===== config.mk =====
export PLATFORM = sky130hd
export DESIGN_NAME = li_expander
export DESIGN_NICKNAME = d
export VERILOG_FILES = /design/src/rtl/li_pkg.sv /design/src/rtl/li_classify.sv /design/src/rtl/li_expander.sv
export SDC_FILE = /design/constraint.sdc
export NUM_CORES = 1
export LEC_CHECK = 0
export BUFFER_PORTS_ARGS = -buffer_cell sky130_fd_sc_hd__buf_2
export CAP_MARGIN = 25
export CORE_ASPECT_RATIO = 1.25
export CORE_MARGIN = 2
export CORE_UTILIZATION = 44
export DETAILED_ROUTE_END_ITERATION = 6
export MAX_ROUTING_LAYER = met4
export PLACE_DENSITY = 0.82
export SLEW_MARGIN = 20
export SYNTH_ARGS = -nofsm -noshare
export SYNTH_HDL_FRONTEND = slang
export SYNTH_SLANG_ARGS = --single-unit

===== constraint.sdc =====
create_clock -name clk -period 2.1 [get_ports clk]
set_clock_uncertainty 0.1 [all_clocks]
set_input_delay 0.105 -clock clk [delete_from_list [all_inputs] [get_ports clk]]
set_output_delay 0.105 -clock clk [all_outputs]
set_load 0.03 [all_outputs]

===== src/rtl/li_pkg.sv =====
// Shared definitions for the load-immediate expander: the I-type opcodes it emits,
// the FSM state type, the expansion kinds and the I-type word packer.
package li_pkg;

    localparam logic [5:0] OP_ORI   = 6'b001101;
    localparam logic [5:0] OP_ADDIU = 6'b001001;
    localparam logic [5:0] OP_LUI   = 6'b001111;

    typedef enum logic [1:0] {
        ST_IDLE  = 2'd0,
        ST_EMIT1 = 2'd1,
        ST_EMIT2 = 2'd2
    } state_t;

    // How a 32-bit constant gets materialised.
    typedef enum logic [1:0] {
        K_ORI   = 2'd0,   // upper half zero
        K_ADDIU = 2'd1,   // sign-extension of the lower half
        K_LUI   = 2'd2,   // lower half zero
        K_PAIR  = 2'd3    // LUI followed by ORI
    } kind_t;

    // Packs op[31:26], rs[25:21], rt[20:16], imm[15:0].
    function automatic logic [31:0] encode_itype(
        input logic [5:0]  op,
        input logic [4:0]  rs,
        input logic [4:0]  rt,
        input logic [15:0] imm
    );
        return {op, rs, rt, imm};
    endfunction

endpackage


===== src/rtl/li_classify.sv =====
// Combinational classifier: decides which instruction sequence loads imm32 and
// splits it into its 16-bit halves.
module li_classify
    import li_pkg::*;
(
    input  logic [31:0] imm,
    output kind_t       kind,
    output logic [15:0] hi,
    output logic [15:0] lo
);

    assign hi = imm[31:16];
    assign lo = imm[15:0];

    // Priority matters: 0 must become ORI, and 0xFFFF8000.. must be ADDIU before the LUI test.
    always_comb begin
        if (imm[31:16] == 16'h0000)
            kind = K_ORI;
        else if (&imm[31:15])
            kind = K_ADDIU;
        else if (imm[15:0] == 16'h0000)
            kind = K_LUI;
        else
            kind = K_PAIR;
    end

endmodule


===== src/rtl/li_expander.sv =====
// Load-immediate expander: turns (rt, imm32) into one or two MIPS instruction words
// (ORI / ADDIU / LUI / LUI+ORI) with valid/ready handshakes on both sides.
// Optional build macro LI_DROP_ZERO_EN: requests targeting $0 are accepted and dropped.
//
// state    | meaning
// ---------+---------------------------------------------------------------
// ST_IDLE  | waiting for a request, in_ready=1
// ST_EMIT1 | presenting first word (ORI/ADDIU/LUI), out_last=1 unless pair
// ST_EMIT2 | presenting trailing ORI rt,rt,L of a pair, out_last=1
module li_expander
    import li_pkg::*;
#(
    parameter int CNT_W = 16
) (
    input  logic             clk,
    input  logic             reset,
    input  logic             in_valid,
    output logic             in_ready,
    input  logic [4:0]       in_rt,
    input  logic [31:0]      in_imm,
    output logic             out_valid,
    input  logic             out_ready,
    output logic [31:0]      out_instr,
    output logic             out_last,
    output logic             busy,
    output logic [CNT_W-1:0] words_emitted
);

    state_t      state;
    kind_t       kind_q;
    logic [4:0]  rt_q;
    logic [15:0] hi_q;
    logic [15:0] lo_q;

    kind_t       cls_kind;
    logic [15:0] cls_hi;
    logic [15:0] cls_lo;

    li_classify u_classify (
        .imm  (in_imm),
        .kind (cls_kind),
        .hi   (cls_hi),
        .lo   (cls_lo)
    );

    logic accept_go;

`ifdef LI_DROP_ZERO_EN
    assign accept_go = (in_rt != 5'd0);
`else
    assign accept_go = 1'b1;
`endif

    // State sequencing, request capture and the handshake counter.
    always_ff @(posedge clk) begin
        if (reset) begin
            state         <= ST_IDLE;
            kind_q        <= K_ORI;
            rt_q          <= 5'd0;
            hi_q          <= 16'h0000;
            lo_q          <= 16'h0000;
            words_emitted <= '0;
        end else begin
            if (out_valid && out_ready)
                words_emitted <= words_emitted + CNT_W'(1);

            case (state)
                ST_IDLE: begin
                    if (in_valid) begin
                        kind_q <= cls_kind;
                        rt_q   <= in_rt;
                        hi_q   <= cls_hi;
                        lo_q   <= cls_lo;
                        if (accept_go)
                            state <= ST_EMIT1;
                    end
                end
                ST_EMIT1: begin
                    if (out_ready)
                        state <= (kind_q == K_PAIR) ? ST_EMIT2 : ST_IDLE;
                end
                ST_EMIT2: begin
                    if (out_ready)
                        state <= ST_IDLE;
                end
                default: state <= ST_IDLE;
            endcase
        end
    end

    // Handshake flags follow the state directly.
    always_comb begin
        in_ready  = (state == ST_IDLE);
        out_valid = (state == ST_EMIT1) || (state == ST_EMIT2);
        busy      = (state != ST_IDLE);
    end

    // Output word is built from latched fields only, so it holds steady under stall.
    always_comb begin
        out_instr = 32'h0000_0000;
        out_last  = 1'b0;
        case (state)
            ST_EMIT1: begin
                out_last = (kind_q != K_PAIR);
                case (kind_q)
                    K_ORI:   out_instr = encode_itype(OP_ORI,   5'd0, rt_q, lo_q);
                    K_ADDIU: out_instr = encode_itype(OP_ADDIU, 5'd0, rt_q, lo_q);
                    default: out_instr = encode_itype(OP_LUI,   5'd0, rt_q, hi_q);
                endcase
            end
            ST_EMIT2: begin
                out_last  = 1'b1;
                out_instr = encode_itype(OP_ORI, rt_q, rt_q, lo_q);
            end
            default: begin
                out_instr = 32'h0000_0000;
                out_last  = 1'b0;
            end
        endcase
    end

endmodule

# Yosys cells after proc, flatten, opt, wreduce, memory -nomap -nowiden
# Cells that the tools add are included.
[word_totals] in_bits=41 register_bits=57 word_cells=36 output_inout_bits=52
[classes] n_reduce_logical=10 n_eq_ne=8 addsub=1 mux=11
[op_table] cell="$pmux 32 s2" count=1
[op_table] cell="$pmux 29 s2" count=1
[op_table] cell="$logic_not 16->1" count=2
[op_table] cell="$reduce_and 17->1" count=1
[op_table] cell="$add 16x1->16 const B" count=1
[op_table] cell="$mux 2" count=6
[op_table] cell="$ne 2x2->1 const B" count=4
[op_table] cell="$pmux 2 s3" count=1
[op_table] cell="$eq 2x1->1 const B" count=2
[op_table] cell="$eq 2x2->1 const B" count=2
[op_table] cell="$logic_not 2->1" count=2
[op_table] cell="$reduce_and 3->1" count=1
[op_table] cell="$pmux 1 s2" count=1
[op_table] cell="$reduce_and 2->1" count=1
[op_table] cell="$reduce_bool 2->1" count=1
[op_table] cell="$logic_and 1x1->1" count=1
[op_table] cell="$logic_or 1x1->1" count=1
[op_table] cell="$mux 1" count=1

# Logic depth before layout (Yosys ltp)
[depth] ltp_word=4 mapped_depth=8 mapped_depth_nobuf=6

# By module
# From an unflattened synthesis, not the netlist that was laid out.
[unflattened] cells_unflattened=375 hier_area_um2=2944.1
[by_module_without_submodules] module="li_expander" area_each_um2=2592.5 cells_per_inst=327 seq_area_each_um2=1141.1 n_inst=1
[by_module_without_submodules] module="li_classify" area_each_um2=351.6 cells_per_inst=48 seq_area_each_um2=0.0 n_inst=1

# Worst setup path before layout
# No wires, ideal clock.
[synth_path] path_kind="reg-to-output" start="reg state[0]" end="out out_instr[11]" path_stages_with_launch=8 path_slack_ns=-0.466 path_buffers=3 required_time_ns=1.895 t_arrival_ns=2.361 path_cell_list="dfxtp_1 > inv_1 > ha_1 > buf_4 > and3_1 > clkbuf_1 > clkbuf_1 > a22o_1"
[synth_between] elab_chain_cells=2 elab_cells_between_ends=3 cone_classes="2 x eq/ne; 1 x mux"
[synth_lines] element="start, declared" line="li_expander.sv:29" rtl="state_t state;"
[synth_lines] element="start signal, assigned" line="li_expander.sv:80" rtl="state <= (kind_q == K_PAIR) ? ST_EMIT2 : ST_IDLE;"
[synth_lines] element="$eq 2x2->1 or $eq 2x1->1 (tied branches)" line="li_expander.sv:102" rtl="case (state)"
[synth_lines] element="$pmux 32 s2 *" line="li_expander.sv:102"
[synth_lines] element="end, declared" line="li_expander.sv:23" rtl="output logic [31:0] out_instr,"
# Every way passes the cells marked *; elsewhere a longest branch is shown, timed or not.

# Worst setup path after layout
[layout_path] start="reg state[0]" end="out out_instr[4]"
# Same word-level chain as after synthesis.

==> metrics <==
Total Power=about 2.8 mW; worst path arrival time=1.84 ns; status=finished clean; Worst R2R End=words_emitted[13]$_SDFFE_PP0P_; Synth Cell Area=0.00259 sq mm; Final nets=approximately 500; global route overflow=0; cts bufs inserted=9; CP peak stage delay=approximately 0.37 ns; asr flop ratio synth=0%; vias in the first global route=about 2800; synth warn=0; initial core utilization=45.2%; initial drt markers=slightly above 200; Comb pwr share=approximately 14%; final WL=just over 8000 um; Setup crit end kind=output pin; first-pass GRT wire length=between 10000 and 15000 um; final setup fails=0; CP startpoint kind=register; die span in y=roughly 90 um; hold path cells=2; Critical-path top delay cell=dfxtp_4; Distinct cells, synth=37; synthesis-stage register bit count=57; Die X=between 70 and 80 um; EDFF count, synth=0; later-pin clock latency in the skew report=0.35 ns; LEAKAGE=between 1.5 and 2 nW; detailed placer's ending HPWL=roughly 5000 um; Placed Area=about 0.0031 sq mm; CP Data Required Time=roughly 1.9 ns; DP Worst Slack=0.124 ns; Seq/Total Area, Yosys=a little over two fifths; CTS tree=yes; CTS Root Cell=clkbuf_8; syn_area_per_cell=7.91 sq um; core area=around 0.0057 sq mm; power density cells=around 730 mW/mm^2; Final Max Tran Viols=0; clock tree buffer depth=2; cell count after synthesis=328; FMAX=just under 0.5 GHz; max cap viols=0; FF-to-FF path depth=6; Reg2Reg Setup Slack=roughly 0.090 ns; final worst setup slack=0.0540 ns; hold_sp=reset; largest net degree at the start of global routing=31; P_sw=between 0.7 and 0.8 mW; Clk pwr share=roughly 44%; Top FF cell, synth=dfxtp_1; hold slack=between 0.05 and 0.06 ns; Setup Crit Path Kind=reg -> out; fin crit period=a little over 2 ns; peak fanout along the critical path=8; Ant. Diodes=0; Seq pwr share=roughly two fifths; part of the cycle the worst path needs=approximately 97%; RePlAce Congestion=0.923; Vias per Instance=5.47; worst path cell trace=inv_2 > ha_4 > and3_4 > buf_4 > a22o_2 > buf_2; Core Rows=31; io pins=93; total number of vias=around 2900; fraction of layout cells with a size suffix above 1=around 31%; ANT nets after route=0; switching share of power=between 20 and 30%; area grow syn2layout=47.7%; Hold Path Class=in -> reg; Max IR drop VDD=515 uV; clock-pin slew on the worst setup and hold paths=0.07 ns; clock sink count=between 50 and 60; detailed-router iteration count before antenna repair=4; GRT Total Usage=around a quarter; DRC Markers=0; Final Hold Fails=0; Routed wire per std cell=roughly 16 um; H-tree depth=3; post-layout instance area=approximately 0.0038 sq mm; port bufs=90; antenna violations before repair=0; RR Startpoint=state[0]$_SDFFE_PP0P_; Int Pwr=just over 2 mW; area of the die=about 0.0065 sq mm; Hold Path End=words_emitted[5]$_SDFFE_PP0P_
-- per-layer routing --
| metal | wire length [um] | GRT usage (%) | vias to the layer above |
|---|---|---|---|
| met5 | 0 | - | - |
| met4 | 267 | 10.6 | 0 |
| met3 | 510 | 7.85 | 27 |
| met2 | 4310 | 43.8 | 121 |
| met1 | 3180 | 27.2 | 1344 |
| li1 | - | - | 1390 |
-- how the worst max path moves through the flow --
stage	start	endpoint	slack, ns
final	state[0]$_SDFFE_PP0P_	out_instr[4]	0.05
after global routing	state[0]$_SDFFE_PP0P_	out_instr[4]	-0.002
after CTS	state[0]$_SDFFE_PP0P_	out_instr[14]	0.007
after detailed placement	state[0]$_SDFFE_PP0P_	words_emitted[13]$_SDFFE_PP0P_	0.12
after global placement	state[0]$_SDFFE_PP0P_	words_emitted[13]$_SDFFE_PP0P_	0.20
after floorplan	state[0]$_SDFFE_PP0P_	words_emitted[15]$_SDFFE_PP0P_	0.05
-- cell families (layout without fill, tap and decap cells) --
logic type,count (synthesis),count (layout),share of synthesized area (%)
adders and majority gates,4,4,1.93
AOI/OAI and AO/OA,77,77,18.1
other,1,2,0.145
DFF,57,57,44.0
muxes,1,1,0.434
buffers and inverters,31,163,5.21
xor gates and xnor gates,10,10,3.38
and+or+nand+nor,147,147,26.8
-- power by group through the flow --
stage                     clock network, mW  registers, mW  logic, mW
final                                  1.23           1.17      0.395
after global routing                   1.30           1.18      0.428
after CTS                              1.25           1.17      0.379
after detailed placement                  0           1.19      0.319
after global placement                    0           1.19      0.314
after floorplan                           0           1.19      0.208
-- sequential cells by signal, summed over array words and instances, names as in the netlist --
signal,flops
hi_q,16
kind_q,2
lo_q,16
rt_q,5
state,2
words_emitted,16
-- critical path: cells and delay by family, from the launching register on --
kind,cells,cell delay (ns)
adder cells (fa/ha/maj),1,0.27
AND/OR/NAND/NOR,1,0.20
buffers and inverters,3,0.41
flip-flops,1,0.37
AO/OA/AOI/OAI,1,0.25
-- synth_stat cells, types with 3 or more instances --
master	count	area share, %
ha_1	4	1.9
clkbuf_1	17	2.5
nand2_1	81	12
nand3_1	10	1.9
a21oi_1	46	8.9
xor2_1	7	2.4
a22o_1	16	5.4
o31ai_1	3	0.87
and2_1	11	2.7
xnor2_1	3	1.0
buf_4	5	1.4
nor2_1	12	1.7
inv_1	7	1.0
or4_1	4	1.2
nand4_1	7	1.7
dfxtp_1	57	44
nor4_1	10	2.4
o21ai_0	5	0.96
-- per-stage QoR --
step | utilization [%] | instances | TNS, ns
floorplan | - | 329 | 0
global placement | 54.5 | 470 | 0
detailed placement | 54.5 | 470 | 0
CTS | 65.8 | 525 | 0
global route | 66.7 | 527 | -0.00310
finish | 66.7 | 527 | 0
-- area by class of cell --
class                           count  area, sq um
Clock buffer                       12          165
Clock inverter                      4         73.8
Fill cell                         483         1910
Inverter                            7         26.3
Multi-Input combinational cell    241         1390
Sequential cell                    57         1150
Tap cell                           66         82.6
Timing Repair Buffer              140          948
-- repair_timing --
action / in CTS / in global routing
hold buffers: 39 / 0
gates resized for setup: 6 / 17
gates cloned: 0 / 2
buffers inserted: 0 / 0
setup endpoints to repair: 16 / 19
hold endpoints to repair: 39 / 0
-- cell usage in the layout (no fill, tap or decap), types with 10 or more instances in the layout --
master and count:
clkbuf_8 12, nand2_1 81, nor2_1 12, a21oi_1 45
and2_1 11, nand3_1 10, a22o_2 10, dfxtp_1 55
buf_2 88, dlygate4sd3_1 39, nor4_1 10, buf_4 10
Note: power is estimated with default switching activity, not from simulation.
